$ cat src/rtl/frame_sequencer.sv
// rtl/frame_sequencer.sv - per-frame animation sequencer with pause/single-step and scene select
//
// Purpose: turns vsync into a one-cycle frame_tick_o and, once per frame, advances
// an animation counter, runs a RUN/PAUSED/STEP state machine and selects a scene.
//
// Optional feature: define SCENE_AUTOCYCLE_EN to let scene_o auto-advance every
// 256 advancing frames when manual_i=0. Without it scene_o always follows scene_sel_i.
//
// Ports:
//   clk_i           pixel clock (same clock as the sync generator)
//   reset_i         synchronous, active-high reset
//   vsync_i         vertical sync, polarity set by VSYNC_ACTIVE_LOW
//   pause_req_i     level, 1 freezes the animation
//   step_req_i      rising edge requests one frame advance while paused
//   speed_i         per-frame increment minus 1
//   manual_i        1 = scene from scene_sel_i, 0 = auto-cycle
//   scene_sel_i     manual scene number
//   frame_tick_o    one-cycle pulse at frame start
//   anim_counter_o  animation phase
//   scene_o         active scene
//   paused_o        high in PAUSED and STEP
module frame_sequencer #(
  parameter int VSYNC_ACTIVE_LOW = 1,
  parameter int CNT_W            = 10
) (
  input  logic             clk_i,
  input  logic             reset_i,
  input  logic             vsync_i,
  input  logic             pause_req_i,
  input  logic             step_req_i,
  input  logic [2:0]       speed_i,
  input  logic             manual_i,
  input  logic [1:0]       scene_sel_i,
  output logic             frame_tick_o,
  output logic [CNT_W-1:0] anim_counter_o,
  output logic [1:0]       scene_o,
  output logic             paused_o
);

  localparam logic SYNC_ON  = (VSYNC_ACTIVE_LOW != 0) ? 1'b0 : 1'b1;
  localparam logic SYNC_OFF = ~SYNC_ON;

  typedef enum logic [1:0] {ST_RUN, ST_PAUSED, ST_STEP} state_t;

  state_t           state_q, state_d;
  logic             vsync_q, vsync_prev_q;
  logic             armed_q;
  logic             step_q;
  logic             step_pending_q, step_pending_d;
  logic [CNT_W-1:0] anim_q, anim_d;
  logic [1:0]       scene_q, scene_d;
  logic             tick;
  logic             step_edge;
  logic             advance;

  // armed_q only sets once a genuine post-reset sample of inactive sync has been
  // taken, so a vsync held active across reset release cannot fake an edge
  // against the reset value of vsync_prev_q.
  assign tick      = armed_q && (vsync_q == SYNC_ON) && (vsync_prev_q == SYNC_OFF);
  assign step_edge = step_req_i && !step_q;

  always_ff @(posedge clk_i) begin
    if (reset_i) begin
      vsync_q        <= SYNC_OFF;
      vsync_prev_q   <= SYNC_OFF;
      armed_q        <= 1'b0;
      step_q         <= 1'b0;
      step_pending_q <= 1'b0;
      state_q        <= ST_RUN;
      anim_q         <= '0;
      scene_q        <= 2'd0;
    end else begin
      vsync_q        <= vsync_i;
      vsync_prev_q   <= vsync_q;
      armed_q        <= armed_q || (vsync_i == SYNC_OFF);
      step_q         <= step_req_i;
      step_pending_q <= step_pending_d;
      state_q        <= state_d;
      anim_q         <= anim_d;
      scene_q        <= scene_d;
    end
  end

  always_comb begin
    state_d        = state_q;
    anim_d         = anim_q;
    advance        = 1'b0;
    // An edge arriving on the tick cycle itself survives to the next tick;
    // only the previously latched request is consumed or discarded here.
    step_pending_d = step_pending_q || step_edge;
    if (tick) begin
      unique case (state_q)
        ST_RUN: begin
          step_pending_d = step_edge;
          if (pause_req_i) begin
            state_d = ST_PAUSED;
          end else begin
            anim_d  = anim_q + CNT_W'(speed_i) + CNT_W'(1);
            advance = 1'b1;
          end
        end
        ST_PAUSED: begin
          if (!pause_req_i) begin
            state_d        = ST_RUN;
            step_pending_d = step_edge;
          end else if (step_pending_q) begin
            state_d        = ST_STEP;
            anim_d         = anim_q + CNT_W'(1);
            advance        = 1'b1;
            step_pending_d = step_edge;
          end
        end
        ST_STEP: begin
          state_d = pause_req_i ? ST_PAUSED : ST_RUN;
        end
        default: begin
          state_d = ST_RUN;
        end
      endcase
    end
  end

`ifdef SCENE_AUTOCYCLE_EN
  logic [7:0] frame_cnt_q, frame_cnt_d;

  always_ff @(posedge clk_i) begin
    if (reset_i) begin
      frame_cnt_q <= 8'd0;
    end else begin
      frame_cnt_q <= frame_cnt_d;
    end
  end

  always_comb begin
    frame_cnt_d = frame_cnt_q;
    scene_d     = scene_q;
    if (tick) begin
      if (manual_i) begin
        scene_d = scene_sel_i;
      end else if (advance) begin
        frame_cnt_d = frame_cnt_q + 8'd1;
        if (frame_cnt_q == 8'hFF) begin
          scene_d = scene_q + 2'd1;
        end
      end
    end
  end
`else
  logic unused_sigs;
  assign unused_sigs = manual_i | advance;

  always_comb begin
    scene_d = scene_q;
    if (tick) begin
      scene_d = scene_sel_i;
    end
  end
`endif

  assign frame_tick_o   = tick;
  assign anim_counter_o = anim_q;
  assign scene_o        = scene_q;
  assign paused_o       = (state_q != ST_RUN);

endmodule

$ cat config.mk
export PLATFORM = sky130hd
export DESIGN_NAME = frame_sequencer
export DESIGN_NICKNAME = d
export VERILOG_FILES = /design/src/rtl/frame_sequencer.sv
export SDC_FILE = /design/constraint.sdc
export NUM_CORES = 1
export LEC_CHECK = 0
export BUFFER_PORTS_ARGS = -buffer_cell sky130_fd_sc_hd__buf_2
export CAP_MARGIN = 15
export CORE_MARGIN = 3
export CORE_UTILIZATION = 50
export CTS_BUF_LIST = sky130_fd_sc_hd__clkbuf_8
export DETAILED_ROUTE_END_ITERATION = 8
export GPL_ROUTABILITY_DRIVEN = 0
export PLACE_DENSITY_LB_ADDON = 0.25
export SLEW_MARGIN = 15
export SYNTH_ARGS = -nofsm -noshare
export SYNTH_HDL_FRONTEND = slang
export SYNTH_SLANG_ARGS = --single-unit
$ cat constraint.sdc
create_clock -name clk_i -period 3.7 [get_ports clk_i]
set_clock_uncertainty 0.05 [all_clocks]
set_input_delay 0.74 -clock clk_i [delete_from_list [all_inputs] [get_ports clk_i]]
set_output_delay 0.74 -clock clk_i [all_outputs]
set_load 0.02 [all_outputs]
# Word level (Yosys, flattened, before mapping)
# Cells that the tools add are included.
# classes
add_sub_neg,3
n_eq_ne,7
mux,13
n_bitwise,1
n_reduce_logical,11
# ops
op,count
two-way mux 10 bit,3
adder 10 x 1 -> 10 bit (second input constant),2
one-hot mux 10 bit (2 select lines),1
adder 10 x 3 -> 10 bit,1
!= test 2 bit (second input constant),4
two-way mux 2 bit,3
one-hot mux 2 bit (3 select lines),1
AND reduction 5 bit,1
two-way mux 1 bit,4
nonzero test 2 bit,2
logical AND 1 bit,3
!= test 3 bit (second input constant),1
AND reduction 3 bit,1
equality test 2 x 1 -> 1 bit (second input constant),1
equality test 2 bit (second input constant),1
zero test 2 bit,1
logical OR 1 bit,2
one-hot mux 1 bit (2 select lines),1
zero test 1 bit,1
inverter 1 bit,1
# word_totals
register_bits,19
in_bits,11
out_inout_bits,14
word_cells,43

# Longest topological paths before layout
# Gate-level depths: netlist of run 1.
# depth
word_depth,7
ltp_mapped,8
ltp_nobuf,8

# Worst setup path before layout of run 1
# Ideal clock, no wire load.
# synth_path
path_kind,input to register
start,input speed_i[0]
end,register anim_q[8] (netlist: anim_counter_o[8])
setup_ns,0.070
t_arrival_ns,2.123
t_required_ns,3.580
slack_ns,1.457
stages,8
n_path_buf,0
cell_sequence,inv_1 ha_1 inv_1 fa_1 a21oi_1 mux2_4 or4_1 a21oi_1
# synth_between
elab_chain_len,4
# synth_rtl
element,line,text
start: declaration,31,"input logic [2:0] speed_i,"
adder 10 x 3 -> 10 bit,98,anim_d = anim_q + CNT_W'(speed_i) + CNT_W'(1);
adder 10 x 1 -> 10 bit,98,
two-way mux 10 bit,95,if (pause_req_i) begin
one-hot mux 10 bit (2 select lines),92,unique case (state_q)
end signal: assignment,79,anim_q <= anim_d;
end: declaration,50,"logic [CNT_W-1:0] anim_q, anim_d;"
# No other way between the ends. The select of a mux whose other input is x is not followed.
# A chain may end at the register's enable or synchronous reset.

# Worst setup path in the final report of run 1
# Same ends and word-level chain as after synthesis.

==> results of run 1 <==
power by group through the flow:
stage	Clock, W	Sequential (W)	Combinational, W
2_1_floorplan	0	0.000218	0.0000264
3_3_place_gp	0	0.000217	0.0000378
3_5_place_dp	0	0.000217	0.0000388
4_1_cts	0.000143	0.000213	0.0000392
5_1_grt	0.000146	0.000214	0.0000452
6_report	0.000138	0.000213	0.0000387
final cells by class:
type	instances	area, um2
multi-input cells	86	601
fillers	167	629
clock inverters	1	3.75
clock buffers	3	41.3
inverters	5	18.8
repair buffers	23	115
flip-flops and latches	19	380
well taps	25	31.3
per-stage QoR:
stage	utilization (%)	worst slack [ps]	power [W]	cell area, um2	instances
floorplan	-	1460	0.000245	1020	113
global placement	63.0	1290	0.000255	1150	158
detailed placement	63.0	1250	0.000256	1150	158
CTS	65.4	1510	0.000395	1190	162
global route	65.4	1400	0.000405	1190	162
finish	65.4	1530	0.000389	1190	162
cell usage in the layout, fill, tap and decap left out, drive strengths merged:
cell type,instances
o21bai,1
a31oi,1
or2,3
nor2,13
nand2,8
a211o,1
xnor2,1
a211oi,2
clkbuf,3
nor3b,2
o211ai,1
fa,1
ha,4
nor2b,6
and2b,1
o21ai,6
dfxtp,19
a2111oi,2
nand3b,1
mux2i,1
a21oi,11
mux2,6
buf,23
and4bb,1
and4,1
and3,1
or4,3
o31ai,3
nand2b,2
inv,6
nand3,3
path summary, 6_finish.rpt:
check                 endpoint  cells past startpoint
min                 scene_o[1]                      2
min reg2reg         scene_o[1]                      2
max          anim_counter_o[8]                      9
max reg2reg  anim_counter_o[8]                      8
layer usage:
metal | up-vias | global-route usage (%)
li1 | 448 | -
met1 | 425 | 21.5
met2 | 18 | 31.1
met3 | 2 | 4.37
met4 | 0 | 2.62
met5 | - | 0
critical path: stages:
cell and delay, ps:
buf_2 70, inv_1 30, ha_1 200, inv_1 70, fa_1 200, a21oi_1 80, mux2_4 290, or4_1 470
a21oi_1 150
registers in the layout, summed over array words and instances, names as in the netlist:
register	flops
anim_counter_o	10
armed_q	1
scene_o	2
state_q	2
step_pending_q	1
step_q	1
vsync_prev_q	1
vsync_q	1
cell families after synthesis:
logic type | share of synthesized area, %
fa+ha+maj | 6.85
simple gates | 24.7
buf+inv | 4.04
flops | 37.2
xor+xnor | 0.857
compound gates | 18.4
mux | 7.96
==> results.md, run 1 <==
- Sequential cell area fraction in the yosys report: a little under two fifths
- Post-CTS setup buffer count: 0
- Synth cell types: 33
- GRT overflow: 0
- Fmax achieved: about 460 MHz
- Syn_nets: about 130
- Number of cell rows: 15
- Number of gates resized after CTS: 0
- Comb power frac: roughly 9.9%
- FF+latch count, synth: 19
- Worst-Skew Late Latency: ~250 ps
- PortBufs: 23
- Detailed placement HPWL: roughly 1500 um
- N_diodes: 0
- WP data required: ~3800 ps
- Switching power: slightly below 0.00009 W
- Sum Neg Setup Slack: 0 ps
- Post-route ant nets: 0
- # H-tree levels: 1
- Worst-margin pin slew: 602 ps
- Initial antenna violation count: 0
- Syn avg cell area: just over 9 um2
- Initial Util: 56.2%
- Max clock buf depth: 2
- DR WL met2: between 900 and 1000 um
- P per Cell Area: 327 nW/um2
- WP data arrival: about 2300 ps
- Pin count of the biggest net entering global routing: 24
- Drt pass-1 iters: 4
- Metal3 WL: between 100 and 150 um
- Worst-path clk slew: 70 ps
- Final min period: between 2000 and 2500 ps
- Status: finished, final reports clean
- Crit path capture type: flip-flop
- Crit start category: input pin
- LEAKAGE: 0.518 nW
- Num Clock Sinks: 19
- DIE WIDTH: approximately 50 um
- Area leader, netlist: dfxtp_1
- Number of setup violations in the final report: 0
- DRC violations left: 0
- Global-route wire length before repair: approximately 3600 um
- Io pins: 25
- Global Route Usage Sum: about 17%
- Total CTS buffers: 3
- Area contributors post-synth: dfxtp_1, mux2_2, a21oi_1
- Root buffer cell: clkbuf_8
- Clock share of power: between 30% and 40%
- Post-synth EDFFs: 0
- Syn Inst Count: around 110
- Vias per cell: roughly 5.5
- Crit Path Max Fanout: 6
- Top-count cell post-synth: dfxtp_1
- DRT Wirelength: about 2000 um
- Final-report max-slew violation count: 0
- R2r setup slk: about 1700 ps
- Hold_buf cts: 0
- Yosys warnings: 0
- Post-synth top area share: a little under two fifths
- Vias in the first global route: ~830
- Tcrit/Tclk final: 58.8%
- Final Hold Fails: 0
- Worst Path Class, Setup: in -> reg
- Wirelength per Cell: roughly 12 um
- Number of max-cap violations: 0
- TritonCTS clock tree: yes
- Post-synth ARST share: 0%
- CP startpoint: speed_i[0]
- Min-delay src: scene_o[1]
- Unrepaired setup endpoints after global routing: no
- DIE AREA: around 2600 um2
- Rel. slew slack: between 50 and 60%
- Commonest cells post-synth: dfxtp_1, nor2_1, a21oi_1
- Core Area: ~1800 um2
- Synth-to-Final Area Change: 16.5%
- Top_reg_cell synth: dfxtp_1
- Vert. Die Dim: a little over 50 um
- P_int: 0.000300 W
- Highest routed layer: met4
- Sequential share of power: 54.7%
- HP Class: reg -> reg
- Worst r2r src: anim_counter_o[0]
- Share of layout cells above drive strength 1: about a third
- Routed met1 length: ~880 um
- Detailed-route via count: 893
- Synthesized cell area: roughly 1000 um2
- Peak supply drop: 0.290 mV
- Drt first-iter violations: 14
- Nets: ~150
- Switch share: between 20 and 25%
- WHS: between 400 and 500 ps
Power figures use the tool's default switching activity.
==> inputs of run 2 (changes only) <==
Clock period 3.7 ns to 2.2 ns, I/O delays scaled along.
==> run 2 against run 1 <==
Net effect:
- hold slack got worse by 74 ps
- final area increased by 0.74%
- die area unchanged
- via count increased by 0.90%
- combinational power increased by 75%
- clock power increased by 81%
- sequential share of layout area decreased by 0.23 points
- critical path depth decreased by 1
- final cell count increased by 0.62%
- utilization increased by 0.48 points
==> results.md, run 2 (synthesis results as in run 1) <==
- LEAKAGE: about 0.52 nW
- Initial antenna violation count: 0
- Rel. slew slack: between 50% and 60%
- Peak supply drop: ~0.42 mV
- DRC violations left: 0
- Final worst slack: between 150 and 200 ps
- Final Hold Fails: 0
- Number of cell rows: 15
- Crit path capture type: flip-flop
- Most frequent cells in the layout: buf_2, dfxtp_1, nor2_1
- Wirelength per Cell: ~13 um
- Number of gates resized after CTS: 0
- Sum Neg Setup Slack: 0 ps
- DRT Wirelength: between 2000 and 2500 um
- Min-delay src: vsync_i
- Vias per cell: about 5.5
- Share of layout cells above drive strength 1: around 33%
- Global Route Usage Sum: between 10% and 20%
- WP data required: 2340 ps
- Worst-path clk slew: 80 ps
- Unrepaired setup endpoints after global routing: no
- Initial Util: 56.2%
- Tcrit/Tclk final: 92.7%
- Worst Path Class, Setup: reg -> reg
- Core Area: 1820 um2
- Global-route wire length before repair: roughly 3700 um
- Crit Path Max Fanout: 6
- Drt pass-1 iters: 4
- Number of max-cap violations: 0
- Total CTS buffers: 3
- CP startpoint: anim_counter_o[0]
- Status: finished, final reports clean
- Number of setup violations in the final report: 0
- P per Cell Area: ~560 nW/um2
- Worst r2r src: anim_counter_o[0]
- N_diodes: 0
- Root buffer cell: clkbuf_8
- Pin count of the biggest net entering global routing: 24
- Commonest non-fill, non-tap cell in the layout: buf_2
- Final min period: approximately 2000 ps
- TritonCTS clock tree: yes
- PortBufs: 23
- Worst-margin pin slew: approximately 670 ps
- Num Clock Sinks: 19
- Crit start category: flip-flop
- Fmax achieved: a little under 500 MHz
- Detailed placement HPWL: 1540 um
- Vert. Die Dim: approximately 50 um
- Drt first-iter violations: 7
- Final-report max-slew violation count: 0
- Max clock buf depth: 2
- GRT overflow: 0
- Vias in the first global route: approximately 840
- Worst-Skew Late Latency: around 260 ps
- WP data arrival: about 2200 ps
- Post-CTS setup buffer count: 0
- # H-tree levels: 1
- DIE WIDTH: a little over 50 um
- Fin cells: 163
- Io pins: 25
- DP Cell Count: 159
- DIE AREA: roughly 2600 um2
- Synth-to-Final Area Change: 17.4%
- Detailed-route via count: 901
- Post-route ant nets: 0
- Largest register FFs: 10
- Setup WS pre-CTS: between 50 and 60 ps
- Nets: roughly 160
- Hold_buf cts: 0
- HP Class: in -> reg
[run 2: area by class of cell]
type	instances	area, um2
clock buffer	3	41.3
fill	160	621
sequential	19	380
multi-input combinational	86	601
clock inverter	1	5.00
timing repair buffer	24	123
inverter	5	18.8
tap	25	31.3
[run 2: routing by layer]
metal  global-route usage [%]  share of wire (%)
met2                     31.3                 48
met1                     22.5                 45
met4                     9.61                2.0
met5                        0                  0
met3                     5.54                5.8
[run 2: through the flow]
stage	hold WS [ps]	total power, W	utilization, %	instance area, um2
final	331	0.000675	65.9	1200
after global routing	332	0.000708	65.9	1200
after CTS	327	0.000682	65.9	1200
after detailed placement	397	0.000432	63.4	1150
after global placement	383	0.000429	63.4	1150
after floorplan	373	0.000411	-	1020
[run 2: worst max-delay path, cell delays in order (launching register included)]
cell	delay, ps
dfxtp_1	410
inv_1	60
ha_1	190
inv_1	70
fa_1	200
a21oi_1	80
mux2_4	290
or4_1	470
a21oi_1	140
[run 2: power breakdown]
part           leakage, nW  switching (W)  internal (W)
registers            0.155     0.00000556      0.000352
clock network       0.0255       0.000124      0.000126
logic                0.342      0.0000388     0.0000288
total                0.522       0.000168      0.000507
[run 2: worst paths after layout]
kind,to,slack [ps],depth (start not counted)
min,vsync_q,330,2
min reg2reg,scene_o[1],410,2
max,anim_counter_o[8],160,8
max reg2reg,anim_counter_o[8],160,8
